==> src/rtl/ecall_pkg.sv <==
// ---------------------------------------------------------------------------
// ecall_pkg
// Shared definitions for the ecall controller: the service codes decoded from
// a7, the register-file address of a0, and the controller state type.
// Optional build macro used elsewhere in this slice: ECALL_TIMEOUT_EN.
// ---------------------------------------------------------------------------
package ecall_pkg;

   // Service codes carried in a7 when an ecall is executed
   localparam logic [31:0] PRINT_INT = 32'd1;
   localparam logic [31:0] READ_INT  = 32'd5;
   localparam logic [31:0] EXIT      = 32'd10;
   localparam logic [31:0] READ_TEST = 32'd11;

   // Register-file index of a0 (x10), the destination of every read service
   localparam logic [4:0]  A0_ADDR   = 5'd10;

   typedef enum logic [2:0] {
      S_IDLE,
      S_SHOW,
      S_WAIT_IN,
      S_WRITE_A0,
      S_DONE,
      S_HALT
   } ecall_state_t;

   // True for the service codes the controller knows how to handle
   function automatic logic isKnownService(input logic [31:0] code);
      return (code == PRINT_INT) || (code == READ_INT) ||
             (code == EXIT)      || (code == READ_TEST);
   endfunction

endpackage

==> src/rtl/btn_edge_sync.sv <==
// ---------------------------------------------------------------------------
// btn_edge_sync
// Brings the raw, asynchronous confirm button into the clk domain with a
// two-flop synchronizer and produces a registered one-cycle pulse on each
// rising edge of the synchronized level.
// Ports:
//   clk     - system clock, rising edge
//   reset   - asynchronous, active-low reset
//   i_btn   - raw button level
//   o_edge  - single-cycle pulse, three clocks after the button rises
// ---------------------------------------------------------------------------
module btn_edge_sync (
   input  logic clk,
   input  logic reset,
   input  logic i_btn,
   output logic o_edge
);

   logic r_sync1;
   logic r_sync2;
   logic r_prev;

   // Two synchronizer stages, then a delayed copy of the synchronized level so
   // the rising edge can be detected; the pulse itself is registered so the
   // FSM sees a clean, glitch-free single-cycle strobe.
   always_ff @(posedge clk or negedge reset) begin
      if (!reset) begin
         r_sync1 <= 1'b0;
         r_sync2 <= 1'b0;
         r_prev  <= 1'b0;
         o_edge  <= 1'b0;
      end else begin
         r_sync1 <= i_btn;
         r_sync2 <= r_sync1;
         r_prev  <= r_sync2;
         o_edge  <= r_sync2 & ~r_prev;
      end
   end

endmodule

==> src/rtl/ecall_controller.sv <==
// ---------------------------------------------------------------------------
// ecall_controller
// Services RISC-V ecall instructions for a small FPGA CPU: print to the
// display, read the switches or the test-case number into a0, and halt.
// The CPU is stalled while a service is in progress.
// Optional build macro: ECALL_TIMEOUT_EN - adds a confirm-wait timeout of
// TIMEOUT_CYCLES clocks in SHOW and WAIT_IN.
// Ports:
//   clk, reset              - clock and asynchronous active-low reset
//   ecall_valid             - ecall present (held while the CPU is stalled)
//   a7_val, a0_val          - service code and argument registers
//   io_input, test_case     - switch value and selected test-case number
//   confirm_btn             - raw confirm push-button
//   cpu_stall               - freeze PC and writeback
//   rf_we/rf_waddr/rf_wdata - register-file write request (beats CPU WB)
//   disp_data/disp_valid    - print latch to the display
//   led_out, halted, err    - status LEDs, halt flag, one-cycle error pulse
// ---------------------------------------------------------------------------
module ecall_controller
   import ecall_pkg::*;
#(
   parameter int TIMEOUT_CYCLES = 50_000_000
) (
   input  logic        clk,
   input  logic        reset,
   input  logic        ecall_valid,
   input  logic [31:0] a7_val,
   input  logic [31:0] a0_val,
   input  logic [31:0] io_input,
   input  logic [31:0] test_case,
   input  logic        confirm_btn,
   output logic        cpu_stall,
   output logic        rf_we,
   output logic [4:0]  rf_waddr,
   output logic [31:0] rf_wdata,
   output logic [31:0] disp_data,
   output logic        disp_valid,
   output logic [7:0]  led_out,
   output logic        halted,
   output logic        err
);

   ecall_state_t r_state;
   logic         w_confirmEdge;

`ifdef ECALL_TIMEOUT_EN
   localparam logic [31:0] TO_LAST = 32'(TIMEOUT_CYCLES - 1);
   logic [31:0] r_toCount;
`endif

   btn_edge_sync u_btnSync (
      .clk    (clk),
      .reset  (reset),
      .i_btn  (confirm_btn),
      .o_edge (w_confirmEdge)
   );

   // The stall must act in the same cycle the ecall is decoded, so it is
   // combinational. DONE deliberately drops it so the CPU retires the ecall.
   assign cpu_stall = (r_state == S_SHOW)     || (r_state == S_WAIT_IN) ||
                      (r_state == S_WRITE_A0) || (r_state == S_HALT)    ||
                      ((r_state == S_IDLE) && ecall_valid && isKnownService(a7_val));

   // Main controller. rf_we is raised on the transition into WRITE_A0 so it is
   // high for exactly the one cycle spent there; rf_waddr and rf_wdata are only
   // ever loaded, never cleared, so they hold their last values between
   // writes. The timeout counter idles at zero outside SHOW/WAIT_IN and is
   // only incremented while staying in one of them, which clears it on entry.
   always_ff @(posedge clk or negedge reset) begin
      if (!reset) begin
         r_state    <= S_IDLE;
         led_out    <= 8'h00;
         disp_data  <= 32'h0;
         disp_valid <= 1'b0;
         rf_wdata   <= 32'h0;
         rf_waddr   <= 5'd0;
         rf_we      <= 1'b0;
         err        <= 1'b0;
         halted     <= 1'b0;
`ifdef ECALL_TIMEOUT_EN
         r_toCount  <= 32'h0;
`endif
      end else begin
         rf_we <= 1'b0;
         err   <= 1'b0;
`ifdef ECALL_TIMEOUT_EN
         r_toCount <= 32'h0;
`endif
         case (r_state)
            S_IDLE: begin
               if (ecall_valid) begin
                  case (a7_val)
                     PRINT_INT: begin
                        disp_data  <= a0_val;
                        disp_valid <= 1'b1;
                        r_state    <= S_SHOW;
                     end
                     READ_INT: begin
                        led_out[7] <= 1'b1;
                        r_state    <= S_WAIT_IN;
                     end
                     EXIT: begin
                        led_out[0] <= 1'b1;
                        halted     <= 1'b1;
                        r_state    <= S_HALT;
                     end
                     READ_TEST: begin
                        rf_wdata   <= test_case;
                        led_out[1] <= 1'b1;
                        rf_we      <= 1'b1;
                        rf_waddr   <= A0_ADDR;
                        r_state    <= S_WRITE_A0;
                     end
                     default: err <= 1'b1;
                  endcase
               end
            end
            S_SHOW: begin
               if (w_confirmEdge) begin
                  r_state <= S_DONE;
`ifdef ECALL_TIMEOUT_EN
               end else if (r_toCount == TO_LAST) begin
                  err     <= 1'b1;
                  r_state <= S_DONE;
               end else begin
                  r_toCount <= r_toCount + 32'd1;
`endif
               end
            end
            S_WAIT_IN: begin
               if (w_confirmEdge) begin
                  rf_wdata   <= io_input;
                  led_out[7] <= 1'b0;
                  rf_we      <= 1'b1;
                  rf_waddr   <= A0_ADDR;
                  r_state    <= S_WRITE_A0;
`ifdef ECALL_TIMEOUT_EN
               end else if (r_toCount == TO_LAST) begin
                  err        <= 1'b1;
                  rf_wdata   <= 32'h0;
                  led_out[7] <= 1'b0;
                  rf_we      <= 1'b1;
                  rf_waddr   <= A0_ADDR;
                  r_state    <= S_WRITE_A0;
               end else begin
                  r_toCount <= r_toCount + 32'd1;
`endif
               end
            end
            S_WRITE_A0: begin
               led_out[1] <= 1'b0;
               r_state    <= S_DONE;
            end
            S_DONE:  r_state <= S_IDLE;
            S_HALT:  r_state <= S_HALT;
            default: r_state <= S_IDLE;
         endcase
      end
   end

endmodule

==> config.mk <==
export PLATFORM = sky130hd
export DESIGN_NAME = ecall_controller
export DESIGN_NICKNAME = d
export VERILOG_FILES = /design/src/rtl/ecall_pkg.sv /design/src/rtl/btn_edge_sync.sv /design/src/rtl/ecall_controller.sv
export SDC_FILE = /design/constraint.sdc
export NUM_CORES = 1
export LEC_CHECK = 0
export ABC_CLOCK_PERIOD_IN_PS = 2150
export CORE_AREA = 3 3 77 152
export DETAILED_ROUTE_END_ITERATION = 12
export DIE_AREA = 0 0 80 155
export HOLD_SLACK_MARGIN = 0.12
export PLACE_DENSITY = 0.74
export SETUP_SLACK_MARGIN = 0.05
export SYNTH_ARGS = -nofsm -noshare
export SYNTH_HDL_FRONTEND = slang
export SYNTH_SLANG_ARGS = --single-unit
==> constraint.sdc <==
create_clock -name clk -period 2.15 [get_ports clk]
set_input_delay 0.5375 -clock clk [delete_from_list [all_inputs] [get_ports clk]]
set_output_delay 0.5375 -clock clk [all_outputs]
set_load 0.01 [all_outputs]
-- Word-level counts from Yosys, hierarchy flattened
Index checks and enable logic that the tools add are counted.
- logic and storage cells: 77
- output and inout bits: 82
- input bits: 132
- bits in registers: 82
- eq/ne operators: 14
- reduce and logical (&&, ||, !) cells: 19
- bitwise logic cells: 2
- mux-type cells: 28
- operators with widths (kind ; number):
    $mux W32 ; 3
    $eq A32 B4 Y1 const B ; 2
    $pmux W32 S2 ; 1
    $eq A32 B1 Y1 const B ; 1
    $eq A32 B3 Y1 const B ; 1
    $mux W5 ; 3
    $pmux W3 S5 ; 1
    $pmux W3 S4 ; 1
    $reduce_and A4 Y1 ; 3
    $mux W1 ; 11
    $pmux W5 S2 ; 1
    $mux W3 ; 3
    $reduce_and A3 Y1 ; 3
    $ne A2 B1 Y1 const B ; 4
    $logic_or A1 B1 Y1 ; 7
    $eq A3 B2 Y1 const B ; 2
    $pmux W1 S2 ; 3
    $ne A5 B1 Y1 const B ; 1
    $reduce_bool A2 Y1 ; 2
    $reduce_or A4 Y1 ; 1
    $eq A3 B1 Y1 const B ; 1
    $eq A3 B3 Y1 const B ; 1
    $logic_not A3 Y1 ; 1
    $logic_and A1 B1 Y1 ; 2
    4 further kinds ; 4

-- Depth between registers and ports, before layout
- depth in word-level cells: 6
- depth in mapped cells: 7
- gate-level depth less buffers: 4

-- Modules after synthesis
A second synthesis with hierarchy kept.
- cell total of the unflattened synthesis: 287
- area, all modules: 3558.4 um^2
- by module, submodules not included (module ; sequential area each (um^2) ; area each (um^2) ; cells each ; times used):
    ecall_controller ; 1851.8 ; 3444.6 ; 282 ; 1
    btn_edge_sync ; 100.1 ; 113.9 ; 5 ; 1

-- Worst setup path before layout
No wires, ideal clock.
- kind: input-to-output
- start point: input a7_val[14]
- end point: output cpu_stall
- arrival time: 1.877 ns
- buffers on the path: 0
- data required time: 1.612 ns
- setup slack: -0.265 ns
- stages: 4
- cells stage by stage: nor4_1 -> nand4_1 -> or2_2 -> o31ai_1
- word-level cells in the longest chain between the ends: 6
- elaborated cells between the ends (all ways): 9
- classes of those cells: eq/ne: 4; reduce/logical: 5
- RTL lines (element ; RTL line ; RTL):
    from (decl) ; ecall_controller.sv:27 ; input logic [31:0] a7_val,
    $eq A32 B1 Y1 / $eq A32 B3 Y1 (equally long branches) ; ecall_pkg.sv:29 ; return (code == PRINT_INT) || (code == READ_INT) ||
    $logic_or A1 B1 Y1 (2 in series) ; ecall_pkg.sv:29 ;
    $logic_or A1 B1 Y1 * ; ecall_pkg.sv:30 ; (code == EXIT) || (code == READ_TEST);
    $logic_and A1 B1 Y1 * ; ecall_controller.sv:62 ; ((r_state == S_IDLE) && ecall_valid && isKnownService(a7_val));
    $logic_or A1 B1 Y1 * ; ecall_controller.sv:61 ; (r_state == S_WRITE_A0) || (r_state == S_HALT) ||
    to (decl) ; ecall_controller.sv:32 ; output logic cpu_stall,
Every way passes the cells marked *; elsewhere a longest branch is shown, timed or not.

-- Final worst setup path
- start point: input a7_val[18]
- end point: output cpu_stall
The elaborated chain is that of the path after synthesis.

==> metrics.csv <==
metric,value,unit
status,finished with violations,
violations,negative setup slack,
crit_required,1.61,ns
dpl_cell_area,6111,um^2
syn_to_final_growth,92.64,%
path_cells,buf_8 -> nor4_4 -> buf_4 -> nand3_4 -> or2_4 -> o31ai_2 -> buf_2,
final_antenna_net_count,0,
dr.first_iter.drc_count,71,
critPathLaunchType,input port,
fin_crit_sh,1.066,
tritoncts,built,
fin_nets,639,
drc,0,
crit_fanout,2,
multiInputGateArea,1877,um^2
firstDrtPassIters,4,
critical_path_class,in -> out,
core_area,10610,um^2
max-vdd-ir-drop,0.5797,mV
die_h,155,um
fin_area,6947,um^2
cp-end-kind,primary output,
ys_seq_area_frac,0.5413,
place_hpwl,8.987,mm
finClkSkew,0.007795,ns
grt_overflow,0,
worst_slack,-0.1425,ns
grt_pass1_wl,19.19,mm
dieArea,12400,um^2
cts_inserted_buffers,9,
synth_area,3606,um^2
cts-root-buf,clkbuf_16,
synthCells,259,
clk_path_buf_depth,2,
wl_per_cell,20.27,um
p_leak,0.003027,uW
floorplan.initialDensity,0.3399,
dp_cells,609,
regArea,1952,um^2
yosys_register_bits,78,
rsz0062_at_grt,true,
grt_max_degree,36,
cap_violations,0,
fp.dieW,80,um
gp_congestion,0.8746,
grt_pass1_vias,3506,
powerDensity,804.3,nW/um^2
via_per_inst,4.843,
setup_violations,29,
num_vias,3143,
grtUsageTotal,0.2086,
crit_slowest_cell,nor4_4,
postSynthAreaPerCell,13.92,um^2
routed_wl,13.16,mm
synth_edf_count,0,
slowest_delay,0.29,ns
clock.fmax,0.4362,GHz
hp-class,in -> async,
cts_max_level,3,
synth_cell_type_count,35,
post_route_cells_drive_above_1_share,0.3816,
clkLatencyLatePin,0.33,ns
async_reset_ff_frac,1.000,
place.port_buffers,205,
final_cells,649,
drv_slew,0,
yosysWarnings,5,
design.portCount,214,
num_rows,53,
clk_pin_slew_worst_paths,0.06,ns
fillers,805,
synth_ff_type,dfrtp_1,
clock_sinks,78,
antenna_found_initial,1,
hold_viol,0,
fin_crit,2.293,ns
arrival,1.76,ns
layout make-up:
type	count	area share
Antenna cell	1	0.0003602
Tap cell	137	0.02468
Clock buffer	11	0.03638
Sequential cell	78	0.2810
Inverter	3	0.001621
Multi-Input combinational cell	164	0.2702
Clock inverter	4	0.007925
Timing Repair Buffer	251	0.3779
repair_timing:
action,in CTS,in global routing
setup endpoints to repair,71,68
hold buffers,0,0
buffers inserted,16,3
pin swaps,15,9
cloned,7,3
gates resized for setup,103,31
placed cells by master (no fill, tap or decap), types with 7 or more instances in the layout:
| cell | Yosys | routed |
|---|---|---|
| mux2_4 | 7 | 61 |
| mux2_2 | 87 | 35 |
| buf_6 | 3 | 7 |
| clkdlybuf4s50_1 | 0 | 170 |
| a21oi_1 | 7 | 7 |
| dlygate4sd2_1 | 0 | 10 |
| buf_4 | 10 | 26 |
| clkbuf_16 | 0 | 12 |
| dfrtp_1 | 78 | 78 |
| conb_1 | 1 | 8 |
| clkdlybuf4s15_1 | 0 | 9 |
flip-flops by register name (all words and copies together), names as in the netlist:
register / cells
disp_data: 32
disp_valid: 1
err: 1
led_out: 3
r_state: 3
rf_waddr: 1
rf_wdata: 32
rf_we: 1
u_btnSync.o_edge: 1
u_btnSync.r_prev: 1
u_btnSync.r_sync1: 1
u_btnSync.r_sync2: 1
synth_stat cells, types with 3 or more instances:
cell      instances  area, um^2
nand2_1           7       26.28
clkbuf_1          3       11.26
or2_2             3       18.77
mux2_4            7       105.1
mux2_2           87       979.7
dfrtp_1          78        1952
nor2_1            7       26.28
nand3_1           4       20.02
buf_6             3       33.78
nor4_1            9       56.30
buf_2             5       25.02
a21oi_1           7       35.03
inv_1             3       11.26
buf_4            10       75.07
kinds of logic (layout without fill, tap and decap cells):
family,Yosys count,after routing,synth area share
buffers and inverters,24,269,0.04337
flip-flops,78,78,0.5413
AO/OA/AOI/OAI,15,15,0.02741
AND/OR/NAND/NOR,45,45,0.07981
multiplexers,96,96,0.3071
other,1,9,0.001040
final timing paths:
kind | startpoint | endpoint | slack, ns | depth (start not counted)
setup / recovery | a7_val[18] | cpu_stall | -0.14 | 7
max in group asynchronous | reset | r_state[1] | 1.42 | 2
min in group clk | u_btnSync.r_sync1 | u_btnSync.r_sync2 | 0.35 | 0
hold / removal | reset | disp_data[15] | 0.14 | 1
hold reg to reg | u_btnSync.r_sync1 | u_btnSync.r_sync2 | 0.35 | 0
setup reg to reg | r_state[0] | rf_wdata[0] | -0.05 | 7
worst max-delay path: cells and delay by family:
kind,cells,cell delay (ns)
AO/OA/AOI/OAI,1,0.16
AND/OR/NAND/NOR,3,0.63
buffers and inverters,3,0.43
stage by stage:
step / TNS, ns / utilization / total power, uW / worst slack [ns] / hold slack, ns
after global placement: -42.75 / 0.5759 / 3849 / -1.014 / 0.3343
after detailed placement: -43.62 / 0.5759 / 3906 / -1.057 / 0.3402
after floorplan: -7.491 / - / 2812 / -0.1734 / 0.2419
after global routing: -5.985 / 0.6547 / 5844 / -0.1891 / 0.1660
after CTS: -3.168 / 0.6367 / 5506 / -0.1403 / 0.1532
final: -2.092 / 0.6547 / 5587 / -0.1425 / 0.1436
where the power goes:
group / switching [uW] / internal, uW
sequential: 172 / 1790
combinational: 670 / 1390
clock: 608 / 963
total: 1450 / 4140
per-layer routing:
layer | track usage | vias to the layer above | part of all wire
li1 | - | 1415 | -
met5 | 0 | - | 0
met3 | 0.04751 | 26 | 0.051
met4 | 0.1007 | 0 | 0.038
met2 | 0.4011 | 116 | 0.59
met1 | 0.1984 | 1586 | 0.32
Power figures use the tool's default switching activity.
